===== src/rtl/seq_tx.sv =====
// Burst serial pattern transmitter: shifts a latched PW-bit pattern out MSB first,
// repeats it with optional idle gaps, and counts detector hits over the burst.
module seq_tx #(
  parameter int unsigned PW = 4
) (
  input  logic          Clock,
  input  logic          Reset,
  input  logic          start,
  input  logic [PW-1:0] pattern,
  input  logic [3:0]    repeats,  // frames minus one; `repeat` is a reserved word
  input  logic [2:0]    gap,
  input  logic          z,
  output logic          w,
  output logic          valid,
  output logic          busy,
  output logic          done,
  output logic [3:0]    frame_cnt,
  output logic [3:0]    hit_count
);

  localparam int unsigned IW = (PW > 1) ? $clog2(PW) : 1;
  localparam logic [IW-1:0] IdxMax = IW'(PW - 1);

  typedef enum logic [1:0] {StIdle, StSend, StGap, StDone} state_e;

  state_e        state_q;
  logic [PW-1:0] pat_q;
  logic [3:0]    rep_q;
  logic [2:0]    gap_q;
  logic [2:0]    gap_cnt_q;
  logic [IW-1:0] idx_q;
  logic [IW-1:0] idx_dec;
  logic [3:0]    frame_q;
  logic [3:0]    hit_q;
  logic          w_q;
  logic          valid_q;
  logic          busy_q;
  logic          done_q;

  assign idx_dec = idx_q - 1'b1;

  // Outputs are registered: each branch computes what w/valid should show in
  // the state being entered, so the first bit appears the cycle after start.
  always_ff @(posedge Clock) begin
    if (Reset) begin
      state_q   <= StIdle;
      pat_q     <= '0;
      rep_q     <= '0;
      gap_q     <= '0;
      gap_cnt_q <= '0;
      idx_q     <= IdxMax;
      frame_q   <= '0;
      hit_q     <= '0;
      w_q       <= 1'b0;
      valid_q   <= 1'b0;
      busy_q    <= 1'b0;
      done_q    <= 1'b0;
    end else begin
      w_q     <= 1'b0;
      valid_q <= 1'b0;
      done_q  <= 1'b0;

      if ((state_q != StIdle) && z && (hit_q != 4'd15)) begin
        hit_q <= hit_q + 4'd1;
      end

      unique case (state_q)
        StIdle: begin
          if (start) begin
            pat_q   <= pattern;
            rep_q   <= repeats;
            gap_q   <= gap;
            frame_q <= '0;
            hit_q   <= '0;
            idx_q   <= IdxMax;
            state_q <= StSend;
            busy_q  <= 1'b1;
            w_q     <= pattern[IdxMax];
            valid_q <= 1'b1;
          end
        end

        StSend: begin
          if (idx_q == '0) begin
            frame_q <= frame_q + 4'd1;
            if (rep_q == '0) begin
              state_q <= StDone;
              busy_q  <= 1'b0;
              done_q  <= 1'b1;
            end else begin
              rep_q <= rep_q - 4'd1;
              if (gap_q != '0) begin
                state_q   <= StGap;
                gap_cnt_q <= gap_q;
              end else begin
                idx_q   <= IdxMax;
                w_q     <= pat_q[IdxMax];
                valid_q <= 1'b1;
              end
            end
          end else begin
            idx_q   <= idx_dec;
            w_q     <= pat_q[idx_dec];
            valid_q <= 1'b1;
          end
        end

        StGap: begin
          if (gap_cnt_q == 3'd1) begin
            gap_cnt_q <= '0;
            state_q   <= StSend;
            idx_q     <= IdxMax;
            w_q       <= pat_q[IdxMax];
            valid_q   <= 1'b1;
          end else begin
            gap_cnt_q <= gap_cnt_q - 3'd1;
          end
        end

        StDone: begin
          state_q <= StIdle;
        end
      endcase
    end
  end

  assign w         = w_q;
  assign valid     = valid_q;
  assign busy      = busy_q;
  assign done      = done_q;
  assign frame_cnt = frame_q;
  assign hit_count = hit_q;

endmodule


===== config.mk =====
export PLATFORM = sky130hd
export DESIGN_NAME = seq_tx
export DESIGN_NICKNAME = d
export VERILOG_FILES = /design/src/rtl/seq_tx.sv
export SDC_FILE = /design/constraint.sdc
export NUM_CORES = 1
export LEC_CHECK = 0
export BUFFER_PORTS_ARGS = -buffer_cell sky130_fd_sc_hd__buf_2
export CAP_MARGIN = 20
export CORE_MARGIN = 4
export CORE_UTILIZATION = 50
export CTS_CLUSTER_DIAMETER = 50
export CTS_CLUSTER_SIZE = 28
export DETAILED_ROUTE_END_ITERATION = 8
export PLACE_DENSITY = 0.69
export SETUP_SLACK_MARGIN = 0.4
export SYNTH_ARGS = -nofsm -noshare
export SYNTH_HDL_FRONTEND = slang
export SYNTH_SLANG_ARGS = --single-unit
export TNS_END_PERCENT = 1

===== constraint.sdc =====
create_clock -name Clock -period 2.1 [get_ports Clock]
set_clock_uncertainty 0.05 [all_clocks]
set_input_delay 0.21 -clock Clock [delete_from_list [all_inputs] [get_ports Clock]]
set_output_delay 0.21 -clock Clock [all_outputs]
set_load 0.05 [all_outputs]

==> qor.csv, run 1 <==
stage;metric;value;unit
layout;finalCoreUtilization;65.3;%
global_routing;first_global_vias;1251;
place;globalplace.congestion;0.808;
synth;dominantRegCellSynth;sky130_fd_sc_hd__dfxtp_1;
clock_network;clk_pin_slew_worst_paths;0.10;ns
timing;final_number_of_hold_violating_endpoints;0;
synth;edff_count_synth;0;
route;wire_per_inst;13.7;um
timing;rsz0062_at_grt;true;
power_and_ir_drop;switching_component_of_the_power;354;uW
clock_network;cts.path.max_buffers;2;
timing;max_freq;0.608;GHz
power_and_ir_drop;peakVddDrop;0.464;mV
die;floorplan.io_pins;27;
die;dieHeight;62.8;um
global_routing;grt_usage;18.1;%
hold_path;worst_hold_path_type;in2reg;
global_routing;grt_util_met2;30.1;%
synth;synthesis.nets;197;
timing;layout_setup_ws;0.456;ns
clock_network;tritoncts;yes;
route;routed-via-count;1333;
worst_setup_path;worstPathCellList;inv_2 > ha_4 > and3b_2 > a21o_1 > buf_4 > a211o_1 > o31ai_1;
timing;layout_worst_path_cycle_share;78.3;%
route;detail_route.wirelength;3280;um
layout;final.fill_count;256;
synth;synth-async-reset-ratio;0;%
worst_setup_path;slowest_delay;0.36;ns
timing;slew_headroom;62.9;%
route;drcViolationCount;0;
worst_setup_path;required_arrival_time_at_the_worst_endpoint;2.30;ns
global_routing;maximum_number_of_pins_on_one_net_before_global_route_repair;31;
synth;synth.yosys.seq_area_share;39.9;%
global_routing;antenna_found_initial;0;
layout;insertedDiodeCount;0;
timing;finalSetupViolCount;0;
power_and_ir_drop;power_frac_comb;15.6;%
job;maxCapViolations;0;
synth;postSynthCellCount;176;
power_and_ir_drop;internal_power;1100;uW
global_routing;met1_usage_grt;20.8;%
synth;synth.distinct_cells;46;
synth;mappedNetlistArea;1500;sq um
place;placement.setup.worst_slack;0.309;ns
power_and_ir_drop;power.static_leakage;0.000775;uW
power_and_ir_drop;power-per-cell-area;793;nW/um^2
global_routing;grt_most_used_layer;met2;
clock_network;cts_buffers;5;
clock_network;tritoncts_num_sinks;30;
route;vias_per_cell;5.58;
place;port_buffers;26;
synth;synthesis.area_per_instance;8.55;sq um
worst_setup_path;crit_path_start_kind;register;
clock_network;htree_num_levels;2;
worst_setup_path;setup.worst_path.end_class;register;
global_routing;wire_length_of_the_first_global_routing_pass;5580;um
layout;ratio_of_cells_with_drive_above_1_in_the_final_layout;26.9;%
worst_setup_path;critical-path-slowest-cell;sky130_fd_sc_hd__dfxtp_2;
clock_network;cts-root-buf;sky130_fd_sc_hd__clkbuf_4;
die;floorplan.initialDensity;53.6;%
worst_setup_path;worst_ep_arrival_time;1.84;ns
route;drt_pass1_iterations;4;
place;place_hpwl;2300;um
die;placeableCoreArea;2810;sq um
route;ant_nets;0;
layout;num-nets-final;228;
worst_setup_path;timing.critical_path.max_delay_family;compound AO/OA/AOI/OAI gates;
global_routing;grt.overflow.total;0;
timing;period_minus_slack;1.64;ns
timing;maxSlewViolCount;0;
die;die_width;62.8;um
power_and_ir_drop;power.switching_fraction;24.4;%
layout;layout-area-overhead-vs-synth;21.7;%
clock_network;clk-insertion-delay-late;0.33;ns
worst_setup_path;worstPathMaxFanout;7;
run_status;run_status;completed;
timing;tightestPinTransition;0.557;ns
worst_setup_path;combined_buffer_and_inverter_count_along_the_critical_path;2;
die;die-area;3950;sq um
synth;yosys_register_bits;30;
power_and_ir_drop;clockPowerShare;41.9;%
synth;yosysWarnings;0;
die;num_rows;19;
route;dr.first_iter.drc_count;108;
timing;timing.setup.tns;0;ns
power_and_ir_drop;p_seq_share;42.5;%
worst_setup_path;critical_path_class;reg2reg;
global_routing;grt_util_met3;6.47;%
clock_network;post_cts_hold_buffer_count;0;
cell usage after synthesis (3+ instances only):
cell / count / area, sq um
sky130_fd_sc_hd__inv_1: 8 / 30.0
sky130_fd_sc_hd__a21oi_1: 19 / 95.1
sky130_fd_sc_hd__dfxtp_1: 30 / 601
sky130_fd_sc_hd__nand3_1: 3 / 15.0
sky130_fd_sc_hd__nand3b_1: 3 / 22.5
sky130_fd_sc_hd__nand2b_1: 6 / 37.5
sky130_fd_sc_hd__ha_1: 6 / 75.1
sky130_fd_sc_hd__a31oi_1: 3 / 18.8
sky130_fd_sc_hd__or3_1: 3 / 18.8
sky130_fd_sc_hd__nor2_1: 21 / 78.8
sky130_fd_sc_hd__buf_2: 4 / 20.0
sky130_fd_sc_hd__nand2_1: 19 / 71.3
sky130_fd_sc_hd__nor3_1: 3 / 15.0
sky130_fd_sc_hd__o21ai_0: 6 / 30.0
sky130_fd_sc_hd__a21o_1: 3 / 22.5
placed cells by master (no fill, tap or decap), drive strengths merged, types with 3 or more instances in the layout:
cell,instances
buf,32
dfxtp,30
nor2,21
a21oi,19
nand2,19
inv,8
o21ai,7
nand2b,6
clkbuf,6
ha,6
a31oi,3
nand3,3
or3,3
a21o,3
nand3b,3
nor3,3
nor3b,3
routing by layer:
layer | wire [um] | share of wire [%]
met1 | 1480 | 45
met2 | 1600 | 49
met3 | 150 | 4.6
met4 | 51 | 1.6
met5 | 0 | 0
path summary, 6_finish.rpt:
check                        start                   endpoint  slack, ns  cells after the start
max          idx_q[0]$_SDFFE_PP1P_  gap_cnt_q[1]$_SDFFE_PP0P_       0.46                      7
min                         gap[1]      gap_q[1]$_SDFFE_PP0P_       0.05                      3
max reg2reg  idx_q[0]$_SDFFE_PP1P_  gap_cnt_q[1]$_SDFFE_PP0P_       0.46                      7
min reg2reg  pat_q[1]$_SDFFE_PP0P_      pat_q[1]$_SDFFE_PP0P_       0.42                      2
state kept, by name, summed over array words and instances (netlist names), 2 cells and up:
signal     cells
frame_cnt      4
gap_cnt_q      3
rep_q          4
gap_q          3
hit_count      4
idx_q          2
pat_q          4
state_q        2
worst reg2reg max path, stage by stage (launching register included):
cell	delay, ns
sky130_fd_sc_hd__dfxtp_2	0.36
sky130_fd_sc_hd__inv_2	0.06
sky130_fd_sc_hd__ha_4	0.17
sky130_fd_sc_hd__and3b_2	0.23
sky130_fd_sc_hd__a21o_1	0.21
sky130_fd_sc_hd__buf_4	0.15
sky130_fd_sc_hd__a211o_1	0.28
sky130_fd_sc_hd__o31ai_1	0.06
logic make-up after synthesis:
group	Yosys count	synth area share [%]
adder cells (fa/ha/maj)	6	4.99
XOR/XNOR	3	1.75
flip-flops	30	39.9
AND/OR/NAND/NOR	69	23.2
AO/OA/AOI/OAI	49	22.5
multiplexers	3	2.83
buffers and inverters	16	4.83
per-stage QoR:
stage	area (sq um)	hold slack [ns]	cells	total power (uW)
floorplan	1500	0.296	176	779
global route	1830	0.0396	239	1530
CTS	1750	0.0370	234	1440
global placement	1640	0.398	226	817
detailed placement	1640	0.407	226	823
finish	1830	0.0548	239	1450
final cells by class:
type,instances,area [sq um],share of cell area (%)
sequential,30,604,33.0
multi-input combinational,130,871,47.6
timing repair buffer,32,175,9.57
clock inverter,2,60.1,3.28
tap,31,38.8,2.12
clock buffer,6,51.3,2.80
inverter,8,30.0,1.64
what timing repair did:
| action | CTS | global route |
|---|---|---|
| setup endpoints to repair | 8 | 16 |
| cloned | 0 | 0 |
| gates resized for setup | 1 | 12 |
| pin swaps | 0 | 5 |
| setup buffers | 0 | 5 |
power by group through the flow:
stage / clock [uW] / combinational (uW) / sequential, uW
after floorplan: 0 / 138 / 641
after global placement: 0 / 190 / 627
after detailed placement: 0 / 194 / 629
after CTS: 627 / 197 / 616
after global routing: 654 / 254 / 622
final: 608 / 226 / 617
Note: power is estimated with default switching activity, not from simulation.
==> run 2: changes to the inputs <==
--- a/config.mk
+++ b/config.mk
@@ -8,11 +8,11 @@
 export BUFFER_PORTS_ARGS = -buffer_cell sky130_fd_sc_hd__buf_2
 export CAP_MARGIN = 20
 export CORE_MARGIN = 4
-export CORE_UTILIZATION = 50
+export CORE_UTILIZATION = 49
 export CTS_CLUSTER_DIAMETER = 50
 export CTS_CLUSTER_SIZE = 28
 export DETAILED_ROUTE_END_ITERATION = 8
-export PLACE_DENSITY = 0.69
+export PLACE_DENSITY = 0.7
 export SETUP_SLACK_MARGIN = 0.4
 export SYNTH_ARGS = -nofsm -noshare
 export SYNTH_HDL_FRONTEND = slang
==> constraint.sdc (replaced) <==
create_clock -name Clock -period 1.4 [get_ports Clock]
set_clock_uncertainty 0.05 [all_clocks]
set_input_delay 0.14 -clock Clock [delete_from_list [all_inputs] [get_ports Clock]]
set_output_delay 0.14 -clock Clock [all_outputs]
set_load 0.05 [all_outputs]
==> run 2 against run 1 <==
Against the previous run: the flow now finishes with violations (setup timing); utilization rose by 13 points; clock-buffer cell count up 1; first-iteration DRC count decreased by 29%; cell count is 13% higher; sequential share of layout area fell by 5.0 points; cell area is 22% higher; flip-flop and latch count did not move; total power increased by 35%; register-to-register slack worse by 0.55 ns; critical path depth is 3 lower; routed wire length grew 18%; critical path type unchanged; critical endpoint is now gap_cnt_q[2]$_SDFFE_PP0P_; largest cell class unchanged.
==> qor.csv, run 2 (synthesized netlist as in run 1, its figures left out) <==
stage;metric;value;unit;change
worst_setup_path;worstPathMaxFanout;5;;-2
timing;timing.hold.ws;0.107;ns;+0.0527 ns
clock_network;tritoncts;yes;;
die;die_width;63.4;um;+0.88%
worst_setup_path;r2r_slack;-0.09;ns;-0.55 ns
global_routing;antenna_found_initial;0;;unchanged
hold_path;hold_end;rep_q[0]$_SDFFE_PP0P_;;
job;maxCapViolations;0;;unchanged
route;ant_nets;0;;unchanged
global_routing;wire_length_of_the_first_global_routing_pass;6670;um;+19%
power_and_ir_drop;power-per-cell-area;878;nW/um^2;+11%
worst_setup_path;slowest_delay;0.42;ns;+0.06 ns
die;floorplan.initialDensity;52.7;%;-0.89 points
worst_setup_path;critical-path-slowest-cell;sky130_fd_sc_hd__or3_4;;
hold_path;hold_path.startpoint;repeats[0];;
route;wire_per_inst;14.3;um;+4.5%
place;port_buffers;26;;unchanged
global_routing;first_global_vias;1517;;+21%
timing;slew_headroom;72.2;%;+9.4 points
layout;most_frequent_cells_in_the_layout;30 x sky130_fd_sc_hd__buf_4, 20 x sky130_fd_sc_hd__nor2_1, 18 x sky130_fd_sc_hd__nand2_1, 18 x sky130_fd_sc_hd__a21oi_1, 17 x sky130_fd_sc_hd__dfxtp_1;;
worst_setup_path;critical_path_class;reg2reg;;
clock_network;clk-insertion-delay-late;0.33;ns;about the same
timing;maxSlewViolCount;0;;unchanged
layout;most_common_cell_after_layout_fill_and_taps_aside;sky130_fd_sc_hd__buf_4;;
power_and_ir_drop;total_power;1960;uW;+35%
worst_setup_path;rr_worst_depth;4;;-3
clock_network;cts.path.max_buffers;2;;unchanged
power_and_ir_drop;power_frac_comb;24.7;%;+9.1 points
place;globalplace.congestion;0.794;;-1.7%
route;vias_per_cell;5.52;;-1.0%
clock_network;cts-root-buf;sky130_fd_sc_hd__clkbuf_4;;
power_and_ir_drop;switching_component_of_the_power;579;uW;+64%
route;routed-via-count;1496;;+12%
hold_path;worst_hold_path_type;in2reg;;
die;dieHeight;63.4;um;+0.88%
layout;ratio_of_cells_with_drive_above_1_in_the_final_layout;44.6;%;+18 points
power_and_ir_drop;p_seq_share;47.3;%;+4.8 points
layout;layout-area-overhead-vs-synth;48.3;%;
global_routing;grt_usage;20.7;%;+2.6 points
worst_setup_path;crit_path_start_kind;register;;
place;postPlaceCellArea;1880;sq um;+15%
worst_setup_path;worst_ep_arrival_time;1.69;ns;-0.15 ns
power_and_ir_drop;internal_power;1380;uW;+26%
power_and_ir_drop;peakVddDrop;0.664;mV;+43%
run_status;run_status;complete, but fails checks;;
route;detail_route.wirelength;3880;um;+18%
layout;layout.cell_area.non_filler;2230;sq um;+22%
hold_path;holdPathStages;3;;unchanged
timing;layout_setup_ws;-0.0935;ns;-0.550 ns
timing;max_freq;0.670;GHz;+10%
worst_setup_path;required_arrival_time_at_the_worst_endpoint;1.59;ns;-0.71 ns
power_and_ir_drop;power.static_leakage;0.000928;uW;+20%
die;placeableCoreArea;2850;sq um;+1.7%
layout;num-nets-final;260;;+14%
clock_network;cts_buffers;5;;unchanged
worst_setup_path;setup.worst_path.end_class;register;;
die;floorplan.io_pins;27;;unchanged
die;die-area;4020;sq um;+1.8%
global_routing;grt.overflow.total;0;;unchanged
run_status;failed_checks;setup timing;;
global_routing;maximum_number_of_pins_on_one_net_before_global_route_repair;21;;-32%
layout;insertedDiodeCount;0;;unchanged
place;place_hpwl;2670;um;+16%
worst_setup_path;crit-reg2reg-launch;gap_q[0]$_SDFFE_PP0P_;;
timing;tightestPinTransition;0.417;ns;-0.141 ns
worst_setup_path;worstPathCellList;or3_4 > a21o_1 > a211o_1 > o41ai_2;;
power_and_ir_drop;power.switching_fraction;29.5;%;+5.2 points
power_and_ir_drop;clockPowerShare;28.0;%;-14 points
clock_network;htree_num_levels;2;;unchanged
timing;period_minus_slack;1.49;ns;-0.150 ns
worst_setup_path;worst_r2r_endpoint;gap_cnt_q[2]$_SDFFE_PP0P_;;
timing;layout_worst_path_cycle_share;107;%;+28 points
timing;finalSetupViolCount;12;;+12
route;drt_pass1_iterations;4;;unchanged
die;num_rows;19;;unchanged
route;dr.first_iter.drc_count;77;;-29%
timing;final_number_of_hold_violating_endpoints;0;;unchanged
clock_network;clk_pin_slew_worst_paths;0.10;ns;about the same
clock_network;tritoncts_num_sinks;30;;unchanged
timing;rsz0062_at_grt;true;;
place;placement.setup.worst_slack;-0.158;ns;-0.467 ns
route;drcViolationCount;0;;unchanged
## run 2: cell count changes in the layout (fill, tap and decap cells not counted), moves of 4 or more
| cell | before | now |
|---|---|---|
| sky130_fd_sc_hd__buf_4 | 6 | 30 |
| sky130_fd_sc_hd__dfxtp_1 | 27 | 17 |
| sky130_fd_sc_hd__dlygate4sd3_1 | 0 | 7 |
| sky130_fd_sc_hd__buf_2 | 26 | 14 |
| sky130_fd_sc_hd__o21ai_0 | 6 | 2 |
| sky130_fd_sc_hd__buf_6 | 0 | 8 |
| sky130_fd_sc_hd__buf_8 | 0 | 5 |
| sky130_fd_sc_hd__dfxtp_2 | 3 | 10 |
## run 2: area by class of cell
cell class                      count  area (sq um)
Clock inverter                      1          5.00
Clock buffer                        7          55.1
Fill cell                         199           622
Sequential cell                    30           624
Inverter                            8          30.0
Multi-Input combinational cell    130           947
Timing Repair Buffer               64           531
Tap cell                           31          38.8
## run 2: power groups by stage
stage               clock [uW]  sequential (uW)  combinational, uW
finish                     548              928                484
global route               603              934                525
CTS                        572              926                459
detailed placement           0              942                398
global placement             0              940                385
floorplan                    0              965                220
## run 2: worst max-delay path: cells and delay by family (launching register included)
kind / cells / cell delay (ns)
compound gates: 3 / 0.58
simple gates: 1 / 0.42
flops: 1 / 0.35
## run 2: metal layers
layer  GRT usage, %  vias up  share of wire, %
met3           4.97       11               3.7
met4           9.16        0               2.3
met5              0        -                 0
met1           24.1      706                44
met2           35.7       29                50
li1               -      750                 -
## run 2: repair_timing
action / CTS / global route
pin swaps: 8 / 8
gates resized for setup: 52 / 16
endpoints found under the hold margin: 7 / 0
setup endpoints to repair: 42 / 42
buffers inserted: 2 / 0
hold buffers: 7 / 0
## run 2: worst max-delay path by stage
stage	from	to	slack, ns	cells past startpoint
6_report	gap_q[0]$_SDFFE_PP0P_	gap_cnt_q[2]$_SDFFE_PP0P_	-0.09	4
4_1_cts	rep_q[1]$_SDFFE_PP0P_	rep_q[0]$_SDFFE_PP0P_	-0.10	7
5_1_grt	state_q[1]$_SDFFE_PP0P_	rep_q[0]$_SDFFE_PP0P_	-0.17	5
3_5_place_dp	rep_q[1]$_SDFFE_PP0P_	busy$_SDFFE_PP0P_	-0.16	7
3_3_place_gp	rep_q[0]$_SDFFE_PP0P_	busy$_SDFFE_PP0P_	-0.10	7
2_1_floorplan	state_q[1]$_SDFFE_PP0P_	rep_q[0]$_SDFFE_PP0P_	-0.03	5
## run 2: through the flow
stage	util [%]	TNS (ns)	cells
6_report	78.2	-0.476	271
5_1_grt	78.2	-1.81	271
4_1_cts	76.1	-0.526	271
3_5_place_dp	65.7	-1.51	254
3_3_place_gp	65.7	-0.799	254
2_1_floorplan	-	-0.129	176
